File: src/rtl/writeback.sv
// Writeback stage: the last in-order stage after execute.
// It commits register-file writes, keeps the rd-busy scoreboard that decode
// checks before issue, pulses fetch redirects for taken branches and jumps,
// holds a trap until the trap unit acknowledges it, and counts retired
// instructions. Every output is registered and appears one cycle after the
// execute result that caused it.
module writeback #(
    parameter int XLEN  = 32,
    parameter int NREG  = 32,
    parameter int CNT_W = 64
) (
    input  logic                    clk,
    input  logic                    rst,
    input  logic                    res_valid,
    input  logic [XLEN-1:0]         res_pc,
    input  logic                    res_we,
    input  logic [$clog2(NREG)-1:0] res_rd,
    input  logic [XLEN-1:0]         res_wdata,
    input  logic                    res_redirect,
    input  logic [XLEN-1:0]         res_target,
    input  logic                    res_exc,
    input  logic [3:0]              res_cause,
    input  logic                    issue_fire,
    input  logic                    issue_we,
    input  logic [$clog2(NREG)-1:0] issue_rd,
    output logic [NREG-1:0]         busy,
    output logic                    rf_we,
    output logic [$clog2(NREG)-1:0] rf_waddr,
    output logic [XLEN-1:0]         rf_wdata,
    output logic                    redirect_valid,
    output logic [XLEN-1:0]         redirect_pc,
    output logic                    trap_valid,
    output logic [XLEN-1:0]         trap_pc,
    output logic [3:0]              trap_cause,
    input  logic                    trap_ack,
    output logic [CNT_W-1:0]        instret
);

    localparam int RW = $clog2(NREG);

    typedef enum logic {
        RUN  = 1'b0,
        TRAP = 1'b1
    } state_t;

    state_t state_reg;

    logic [NREG-1:0] clear_mask;
    logic [NREG-1:0] set_mask;
    logic [NREG-1:0] busy_next;

    // Build the per-register clear and set masks, then merge them so that a
    // set in the same cycle wins over a clear. x0 is never busy.
    generate
        for (genvar gi = 0; gi < NREG; gi++) begin : g_sb
            assign clear_mask[gi] = res_valid && res_we && (res_rd == RW'(gi));
            assign set_mask[gi]   = issue_fire && issue_we && (issue_rd == RW'(gi));
            if (gi == 0) begin : g_x0
                assign busy_next[gi] = 1'b0;
            end else begin : g_xn
                assign busy_next[gi] = (busy[gi] & ~clear_mask[gi]) | set_mask[gi];
            end
        end
    endgenerate

    // The scoreboard follows execute results (committed or squashed), not rf_we.
    always_ff @(posedge clk or negedge rst) begin
        if (!rst) begin
            busy <= '0;
        end else begin
            busy <= busy_next;
        end
    end

    // Commit / trap control: the RUN state retires results; TRAP squashes
    // everything until the trap unit acknowledges.
    always_ff @(posedge clk or negedge rst) begin
        if (!rst) begin
            state_reg      <= RUN;
            rf_we          <= 1'b0;
            rf_waddr       <= '0;
            rf_wdata       <= '0;
            redirect_valid <= 1'b0;
            redirect_pc    <= '0;
            trap_valid     <= 1'b0;
            trap_pc        <= '0;
            trap_cause     <= '0;
            instret        <= '0;
        end else begin
            // Both pulses drop unless re-asserted below.
            rf_we          <= 1'b0;
            redirect_valid <= 1'b0;
            case (state_reg)
                RUN: begin
                    if (res_valid) begin
                        if (res_exc) begin
                            // An exception beats any redirect on the same result.
                            trap_valid <= 1'b1;
                            trap_pc    <= res_pc;
                            trap_cause <= res_cause;
                            state_reg  <= TRAP;
                        end else begin
                            rf_we    <= res_we && (res_rd != '0);
                            rf_waddr <= res_rd;
                            rf_wdata <= res_wdata;
                            instret  <= instret + 1'b1;
                            if (res_redirect) begin
                                redirect_valid <= 1'b1;
                                redirect_pc    <= res_target;
                            end
                        end
                    end
                end
                TRAP: begin
                    // Results here, including in the ack cycle, are dropped.
                    if (trap_ack) begin
                        trap_valid <= 1'b0;
                        state_reg  <= RUN;
                    end
                end
                default: state_reg <= RUN;
            endcase
        end
    end

endmodule

File: config.mk
export PLATFORM = sky130hd
export DESIGN_NAME = writeback
export DESIGN_NICKNAME = d
export VERILOG_FILES = /design/src/rtl/writeback.sv
export SDC_FILE = /design/constraint.sdc
export NUM_CORES = 1
export LEC_CHECK = 0
export CORE_UTILIZATION = 30
export CTS_CLUSTER_DIAMETER = 150
export CTS_CLUSTER_SIZE = 16
export DETAILED_ROUTE_END_ITERATION = 16
export SLEW_MARGIN = 20
export SYNTH_ARGS = -nofsm -noshare
export SYNTH_HDL_FRONTEND = slang
export SYNTH_SLANG_ARGS = --single-unit
File: constraint.sdc
create_clock -name clk -period 6 [get_ports clk]
set_clock_uncertainty 0.2 [all_clocks]
set_input_delay 1.2 -clock clk [delete_from_list [all_inputs] [get_ports clk]]
set_output_delay 1.2 -clock clk [all_outputs]
set_load 0.02 [all_outputs]
==> summary.txt, run 1 <==
Run status
  • Status: completed

GRT
  • Largest net degree at the start of global routing: 112
  • Initial antenna violation count: 1
  • GR Util All Layers: 16.8%
  • First-pass GRT wire length: 37,600 um
  • Remaining global-route overflow: 0
  • Vias in the first global route: 6,488

STA
  • Slew @ Worst Pin: 974 ps
  • Fin. max-slew vios: 0
  • Hold WS: ~270 ps
  • Max Clock Freq: 0.276 GHz
  • RSZ-0062 raised after global routing: no
  • Setup TNS: 0 ps
  • Final hold vios: 0
  • Worst relative slew slack: about a third
  • Crit path time final: around 3600 ps
  • Setup Viol. Count Final: 0
  • Setup ws final: 2380 ps
  • Crit share post-route: between 60% and 70%

Critical path
  • Worst-path maximum fanout: 8
  • WS Path Type: input pin to flop
  • Worst Path Required: 6160 ps
  • Reg-to-reg slack, setup: 3170 ps
  • Crit. End Element: flop
  • R2R depth: 6
  • Worst Setup Start Kind: input pin
  • CP arrival: between 3000 and 4000 ps

Synth
  • Seq cells post-synth: 204
  • Yosys cell types: 35
  • FFs w/ async S/R, synth: 100%
  • Register area share after synthesis: 61.0%
  • Synthesized area: between 8000 and 9000 um^2
  • Syn. warnings: 0
  • Total nets after synthesis: 774
  • Synthesized area per cell: 12.8 um^2
  • Share of the synthesized area in the top cell type: between 60% and 70%
  • Most common cell in the netlist: dfrtp_1
  • Ys flop type: dfrtp_1
  • Gate Count Post-Synth: 654
  • Most area-consuming cells after synthesis: dfrtp_1 (61%), mux2_2 (14%), o21ai_0 (3.8%)
  • Post-synth top area cell: dfrtp_1
  • Synth cell count leaders: dfrtp_1 (204), mux2_2 (106), o21ai_0 (63), xnor2_1 (36), nand3_1 (30)
  • EDFF count, synth: 0

Run
  • Max-cap check violation count: 0

Placed design
  • Hpwl dp: 17,800 um
  • Placed Area: 12,000 um^2
  • PortBufs: 321
  • Placer congestion estimate: 0.815
  • Place WS: approximately 1800 ps

Clock tree
  • Post-CTS sizing: 0
  • CTS clk-pin slew, worst paths: 70 ps
  • Htree depth: 1
  • Post-CTS Setup Repair Bufs: 0
  • CTS tree: built
  • Clock buffer depth: 3
  • Hold Buf Count CTS: 0
  • Root Buffer: clkbuf_16
  • Total CTS buffers: 16
  • Worst skew pair latency: 480 ps
  • Clock sinks: 204

Finish
  • NumNets Final: 1,101
  • FF/Latch Area: 5100 um^2
  • Register bank with the most flops: instret
  • Area grow syn2layout: 49.1%
  • Final Util: 45.9%
  • Fillers: 2,546
  • ANT cells: 0
  • Layout cell share with drive strength beyond 1: 14.3%
  • Max FFs per register: 64
  • Final instance area: 12,500 um^2
  • Multi-input logic area: roughly 3200 um^2

Routing
  • Drt drc: 0
  • Via-per-instance ratio: 4.73
  • WL/cell: 17.8 um
  • Drt initial violations: 380
  • Vias: 6,400
  • Drt first pass iters: 4
  • Post-DRT Antenna Nets: 0
  • Total Wirelength: ~24,000 um

Floorplan
  • Core footprint: 27,200 um^2
  • I/O Pins: between 300 and 400
  • DIE HEIGHT: between 150 and 200 um
  • Die area: 28,600 um^2
  • Starting density of the core: 30.8%
  • Die Span X: approximately 170 um
  • Rows: 60

Pwr
  • Pwr dens: approximately 310 nW/um^2
  • Maximum vdd drop: between 0.00015 and 0.0002 V
  • Leak Pwr: between 5 and 6 nW

Min path
  • Hold Crit Depth: 1
  • Hold WC Path Type: flop to flop
[final cells by class]
class	instances	share of cell area, %
Clock inverter	1	0.241
Inverter	9	0.271
Sequential cell	204	40.9
Tap cell	372	3.73
Clock buffer	17	3.41
Multi-Input combinational cell	427	25.4
Timing Repair Buffer	323	26.0
[layer usage]
metal / share of wire [%] / vias to the layer above / wire, um / track usage (%)
met3: 8.1 / 24 / 1950 / 5.33
met5: 0.054 / - / 13 / 0
li1: - / 2983 / - / -
met2: 48 / 219 / 11600 / 27.4
met4: 1.3 / 2 / 320 / 3.72
met1: 43 / 3172 / 10300 / 21.9
[through the flow]
stage / cells / total power [W]
final: 1353 / 0.00392
after global routing: 1353 / 0.00410
after CTS: 1353 / 0.00399
after detailed placement: 1335 / 0.00293
after global placement: 1335 / 0.00292
after floorplan: 654 / 0.00226
[final timing paths]
| kind | from | endpoint |
|---|---|---|
| worst min-delay path | instret[63]$_DFFE_PN0P_ | instret[63]$_DFFE_PN0P_ |
| worst max-delay path | res_valid | instret[51]$_DFFE_PN0P_ |
| worst min register to register | instret[63]$_DFFE_PN0P_ | instret[63]$_DFFE_PN0P_ |
| min in group asynchronous | rst | redirect_pc[21]$_DFFE_PN0P_ |
| max in group asynchronous | rst | trap_cause[2]$_DFFE_PN0P_ |
| worst max register to register | instret[0]$_DFFE_PN0P_ | instret[62]$_DFFE_PN0P_ |
[layout by cell type (no fill, tap or decap), drive strengths merged]
master	Yosys	routed
clkdlybuf4s50	0	320
dfrtp	204	204
mux2	106	106
o21ai	63	63
xnor2	36	36
nand3	30	30
nand2	29	29
nand4	29	29
xor2	27	27
nor2	27	27
clkbuf	6	18
nand2b	14	14
nor3	14	14
nor4	11	11
or3	10	10
inv	9	9
and3	9	9
or2	5	5
and2	4	4
nand4b	2	2
and4	2	2
buf	8	2
nor3b	1	1
o311a	1	1
nand4bb	1	1
or3b	1	1
nor4b	1	1
or2b	1	1
a22oi	1	1
ha	1	1
conb	1	1
bufinv	0	1
[kinds of logic (layout without fill, tap and decap cells)]
kind of cell    Yosys count  in the layout  synth area share, %
simple gates            191            191                 12.8
buf+inv                  23            350                 1.20
fa+ha+maj                 1              1                0.149
xor+xnor                 63             63                 6.59
other cells               1              1               0.0448
compound gates           65             65                 3.98
mux                     106            106                 14.3
flops                   204            204                 61.0
[where the power goes]
| part | leakage, nW | total, W | internal, W | switching, W |
|---|---|---|---|---|
| Sequential | 2.55 | 0.00173 | 0.00160 | 0.000133 |
| Combinational | 2.32 | 0.00116 | 0.000605 | 0.000557 |
| Clock | 0.224 | 0.00102 | 0.000546 | 0.000477 |
[critical path, stage by stage]
cell	delay (ps)
clkdlybuf4s50_1	650
or3b_1	570
nor4_4	470
nor4b_4	540
nand4_1	180
xnor2_1	160
Power figures use the tool's default switching activity.
==> run 2, diff against run 1 <==
==> constraint.sdc (replaced) <==
create_clock -name clk -period 3.25 [get_ports clk]
set_clock_uncertainty 0.2 [all_clocks]
set_input_delay 0.65 -clock clk [delete_from_list [all_inputs] [get_ports clk]]
set_output_delay 0.65 -clock clk [all_outputs]
set_load 0.02 [all_outputs]
==> summary.txt, run 2 (synthesis gave the netlist of run 1 again) <==
Run status
  • Status: completed

Clock tree
  • Post-CTS sizing: 0 (unchanged)
  • Root Buffer: clkbuf_16
  • Htree depth: 1 (unchanged)
  • Clock sinks: 204 (unchanged)
  • Clock buffer depth: 3 (unchanged)
  • Total CTS buffers: 16 (unchanged)
  • Post-CTS Setup Repair Bufs: 0 (unchanged)
  • Hold Buf Count CTS: 1 (+1)
  • Worst skew pair latency: 480 ps (about the same)
  • CTS tree: built
  • CTS clk-pin slew, worst paths: 70 ps (about the same)

Placed design
  • Placed Area: 12,200 um^2 (+1.3%)
  • PortBufs: 321 (unchanged)
  • Placer congestion estimate: 0.811 (-0.44%)
  • Hpwl dp: 18,100 um (+1.9%)

GRT
  • Largest net degree at the start of global routing: 68 (-39%)
  • Remaining global-route overflow: 0 (unchanged)
  • Vias in the first global route: 6,603 (+1.8%)
  • First-pass GRT wire length: 37,900 um (+0.62%)
  • Initial antenna violation count: 0 (-1)
  • GR Util All Layers: 16.9% (+0.053 points)

Floorplan
  • Die Span X: 169 um (unchanged)
  • Starting density of the core: 30.8% (unchanged)
  • I/O Pins: 323 (unchanged)
  • Rows: 60 (unchanged)
  • Die area: 28,600 um^2 (unchanged)
  • Core footprint: 27,200 um^2 (unchanged)
  • DIE HEIGHT: 169 um (unchanged)

Finish
  • FF/Latch Area: 5100 um^2 (unchanged)
  • Most frequent cells in the layout: clkdlybuf4s50_1 (320), dfrtp_1 (204), mux2_2 (106)
  • Layout cell share with drive strength beyond 1: 15.6% (+1.4 points)
  • Multi-input logic area: 3180 um^2 (unchanged)
  • Max FFs per register: 64 (unchanged)
  • Final instance area: 12,600 um^2 (+1.3%)
  • NumNets Final: 1,118 (+1.5%)
  • Final Util: 46.5% (+0.62 points)
  • ANT cells: 0 (unchanged)
  • Register bank with the most flops: instret
  • Fillers: 2,560 (+0.55%)
  • Most common cell after layout, fill and taps aside: clkdlybuf4s50_1
  • Area grow syn2layout: 51.1%

STA
  • Worst relative slew slack: 56.3% (+21 points)
  • Crit share post-route: 81.7%
  • RSZ-0062 raised after global routing: no
  • Setup Viol. Count Final: 0 (unchanged)
  • Final hold vios: 0 (unchanged)
  • Slew @ Worst Pin: 650 ps (-324 ps)
  • Hold WS: 275 ps (+3.47 ps)
  • Max Clock Freq: 0.376 GHz
  • Crit path time final: 2660 ps
  • Setup TNS: 0 ps (unchanged)
  • Fin. max-slew vios: 0 (unchanged)

Pwr
  • Sw Pwr: 0.00216 W (+85%)
  • Reg power frac: 44.1% (about the same)
  • Maximum vdd drop: 0.000328 V (+66%)
  • Leak Pwr: 5.19 nW (+1.8%)
  • Pwr dens: 573 nW/um^2 (+83%)
  • Comb pwr share: 29.6% (about the same)
  • Net Sw Frac: 29.8% (about the same)
  • Clock network power share: 26.2% (about the same)
  • Pint: 0.00509 W (+85%)

Routing
  • Total Wirelength: 24,100 um (-0.19%)
  • Vias: 6,388 (-0.19%)
  • Drt initial violations: 370 (-2.6%)
  • Post-DRT Antenna Nets: 0 (unchanged)
  • Drt drc: 0 (unchanged)
  • WL/cell: 17.6 um (-1.4%)
  • Via-per-instance ratio: 4.66 (-1.4%)
  • Drt first pass iters: 4 (unchanged)

Min path
  • Hold WC Path Type: flop to flop
  • Hold Startpoint: instret[63]$_DFFE_PN0P_
  • Hold Crit Depth: 1 (unchanged)
  • Min-Delay Endpoint: instret[63]$_DFFE_PN0P_

Critical path
  • Reg-to-Reg End: instret[59]$_DFFE_PN0P_
  • Worst-path maximum fanout: 8 (unchanged)
  • Worst Path Required: 3410 ps (-2750 ps)
  • R2R Path Start: instret[15]$_DFFE_PN0P_
  • WS Path Type: input pin to flop
  • Worst Setup Start Kind: input pin
  • Crit. End Element: flop
  • CP arrival: 2820 ps (-960 ps)
  • Reg-to-reg slack, setup: 780 ps (-2390 ps)
  • R2R depth: 5 (-1)

Run
  • Max-cap check violation count: 0 (unchanged)
-- run 2: changes by cell type in the layout (fill, tap and decap cells not counted), sizes merged --
cell,change
dlygate4sd3,+1
buf,+16
-- run 2: worst max path at each step --
stage                        from                 endpoint  slack [ps]
after CTS                 res_exc  instret[62]$_DFFE_PN0P_         570
after floorplan           res_exc  instret[51]$_DFFE_PN0P_         740
after detailed placement  res_exc  instret[38]$_DFFE_PN0P_          70
after global routing      res_exc  instret[62]$_DFFE_PN0P_         390
final                     res_exc  instret[38]$_DFFE_PN0P_         590
after global placement    res_exc  instret[62]$_DFFE_PN0P_          70
-- run 2: through the flow --
step	setup slack (ps)	cells	total power [W]
2_1_floorplan	741	654	0.00417
3_3_place_gp	69.1	1351	0.00540
3_5_place_dp	67.3	1351	0.00541
4_1_cts	573	1370	0.00736
5_1_grt	385	1370	0.00760
6_report	594	1370	0.00725
-- run 2: area by class of cell --
class	instances	area share, %
tap	372	3.68
inverter	9	0.267
multi-input combinational	427	25.1
timing repair buffer	340	27.0
sequential	204	40.4
clock inverter	1	0.237
clock buffer	17	3.36
-- run 2: metal layers --
metal  up-vias  share of wire, %  track usage, %
li1       2999                 -               -
met1      3155                41            21.1
met2       205                49            28.5
met3        29               8.1            4.98
met4         0               1.8            4.15
met5         -                 0               0
-- run 2: worst max-delay path, cell delays in order --
cell	delay [ps]
clkdlybuf4s50_1	560
nand4bb_1	340
or3_1	490
nor4_4	300
buf_4	210
nand4_1	120
xnor2_1	150
-- run 2: power by group through the flow --
stage,clock network [W],logic [W],registers [W]
global placement,0,0.00216,0.00324
finish,0.00190,0.00215,0.00320
CTS,0.00198,0.00218,0.00320
detailed placement,0,0.00217,0.00325
global route,0.00207,0.00227,0.00326
floorplan,0,0.000429,0.00374
==> run 3, diff against run 2 <==
==> constraint.sdc (replaced) <==
create_clock -name clk -period 2.2 [get_ports clk]
set_clock_uncertainty 0.2 [all_clocks]
set_input_delay 0.44 -clock clk [delete_from_list [all_inputs] [get_ports clk]]
set_output_delay 0.44 -clock clk [all_outputs]
set_load 0.02 [all_outputs]
==> summary.txt, run 3 (synthesis gave the netlist of run 1 again) <==
STA
  • Max Clock Freq: 0.467 GHz
  • Crit path time final: 2140 ps
  • Final hold vios: 0 (unchanged)
  • Fin. max-slew vios: 0 (unchanged)
  • Hold WS: 270 ps (-5.34 ps)
  • Crit share post-route: 97.4%
  • RSZ-0062 raised after global routing: yes
  • Setup Viol. Count Final: 0 (unchanged)

GRT
  • Vias in the first global route: 6,962 (+5.4%)
  • Remaining global-route overflow: 0 (unchanged)
  • First-pass GRT wire length: 39,100 um (+3.2%)
  • GR Util All Layers: 17.4% (+0.50 points)
  • Initial antenna violation count: 1 (+1)
  • Largest net degree at the start of global routing: 46 (-32%)

Routing
  • Vias: 6,655 (+4.2%)
  • Met1 WL: 10,800 um (+7.8%)
  • Post-DRT Antenna Nets: 0 (unchanged)
  • Via-per-instance ratio: 4.63 (-0.75%)
  • Total Wirelength: 24,900 um (+3.3%)
  • Met2 wire len: 12,000 um (+2.0%)
  • DR WL met3: 1620 um (-17%)
  • Drt initial violations: 359 (-3.0%)
  • Uppermost layer routed: met4
  • Drt drc: 0 (unchanged)
  • Drt first pass iters: 4 (unchanged)
  • WL/cell: 17.3 um (-1.6%)

Finish
  • Max FFs per register: 64 (unchanged)
  • Final Util: 48.8% (+2.3 points)
  • Most frequent cells in the layout: clkdlybuf4s50_1 (260), dfrtp_1 (199), mux2_2 (106)
  • Register bank with the most flops: instret
  • Layout cell share with drive strength beyond 1: 22.7% (+7.1 points)
  • Fillers: 2,556 (-0.16%)
  • NumNets Final: 1,183 (+5.8%)
  • Area grow syn2layout: 58.6%
  • ANT cells: 0 (unchanged)
  • Most common cell after layout, fill and taps aside: clkdlybuf4s50_1

Critical path
  • Reg-to-reg slack, setup: 130 ps (-650 ps)
  • R2R Path Start: state_reg$_DFF_PN0_
  • Reg-to-Reg End: instret[31]$_DFFE_PN0P_
  • CP arrival: 1500 ps (-1320 ps)
  • Crit. End Element: primary output
  • CP cell instances: clkdlybuf4s50_1
  • Buf/Inv on CP: 1 (-1)
  • R2R depth: 6 (+1)
  • Worst path max stage delay: 630 ps (+70 ps)
  • Worst Setup Start Kind: flop
  • Worst Path Required: 1560 ps (-1850 ps)
  • CP delay by family, top: buffers and inverters
  • Worst path slowest cell: clkdlybuf4s50_1
  • Worst-path maximum fanout: 4 (-4)
  • WS Path Type: flop to primary output
  • CP startpoint: instret[48]$_DFFE_PN0P_

Pwr
  • Pwr dens: 817 nW/um^2 (+43%)
  • Leak Pwr: 5.96 nW (+15%)
  • Maximum vdd drop: 0.000620 V (+89%)

Clock tree
  • Clock buffer depth: 3 (unchanged)
  • CTS tree: built
  • Total CTS buffers: 16 (unchanged)
  • Root Buffer: clkbuf_16
  • Htree depth: 1 (unchanged)
  • CTS clk-pin slew, worst paths: 70 ps (about the same)
  • Worst skew pair latency: 480 ps (about the same)
  • Clock sinks: 204 (unchanged)

Run status
  • Status: completed

Floorplan
  • Die area: 28,600 um^2 (unchanged)
  • Core footprint: 27,200 um^2 (unchanged)
  • DIE HEIGHT: 169 um (unchanged)
  • I/O Pins: 323 (unchanged)
  • Starting density of the core: 30.8% (unchanged)
  • Die Span X: 169 um (unchanged)
  • Rows: 60 (unchanged)

Placed design
  • Hpwl dp: 18,800 um (+3.9%)
  • Placer congestion estimate: 0.821 (+1.1%)
  • PortBufs: 321 (unchanged)

Min path
  • Hold WC Path Type: input pin to async pin

Run
  • Max-cap check violation count: 0 (unchanged)
==> run 3: changes by cell type in the layout (fill, tap and decap cells not counted), sizes merged <==
| cell | before | now |
|---|---|---|
| dlygate4sd2 | 0 | 48 |
| dlymetal6s2s | 0 | 12 |
| buf | 18 | 83 |
| clkdlybuf4s50 | 320 | 260 |
| clkbuf | 18 | 21 |
==> run 3: worst max path at each step <==
| stage | end | slack [ps] | cells after the start |
|---|---|---|---|
| floorplan | instret[38]$_DFFE_PN0P_ | 20 | 5 |
| global placement | instret[62]$_DFFE_PN0P_ | -610 | 8 |
| detailed placement | instret[62]$_DFFE_PN0P_ | -640 | 8 |
| CTS | instret[57] | 0.05 | 1 |
| global route | instret[54]$_DFFE_PN0P_ | -40 | 7 |
| finish | instret[48] | 60 | 1 |
==> run 3: power by group <==
group	internal [W]	leakage, nW	switching [W]
clock	0.00151	0.227	0.00134
combinational	0.00173	3.19	0.00159
sequential	0.00436	2.55	0.000310
total	0.00760	5.96	0.00324
==> run 3: metal layers <==
metal	track usage, %	vias up
li1	-	3121
met1	22.6	3304
met2	28.8	202
met3	4.44	28
met4	4.39	0
met5	0	-
==> run 3: through the flow <==
stage / instance area, um^2 / TNS [ps] / instances / worst slack, ps / total power, W
floorplan: 8390 / 0 / 654 / 15.0 / 0.00616
global placement: 12700 / -46070 / 1409 / -610 / 0.00808
detailed placement: 12700 / -48450 / 1409 / -642 / 0.00812
CTS: 13100 / 0 / 1432 / 0.0535 / 0.0110
global route: 13300 / -80.4 / 1438 / -44.1 / 0.0114
finish: 13300 / 0 / 1438 / 56.6 / 0.0108
==> run 3: final cells by class <==
type / count / area (um^2) / area share [%]
flip-flops and latches: 204 / 5110 / 38.5
repair buffers: 405 / 3920 / 29.5
multi-input cells: 427 / 3280 / 24.7
well taps: 372 / 465 / 3.51
clock buffers: 20 / 437 / 3.29
inverters: 9 / 33.8 / 0.255
clock inverters: 1 / 30.0 / 0.226
==> run 3: timing repair <==
item | 4_1_cts | 5_1_grt
hold buffers | 1 | 0
buffers inserted | 1 | 6
setup endpoints to repair | 63 | 45
resized for setup | 50 | 30
pin swaps | 1 | 9
endpoints found under the hold margin | 38 | 0
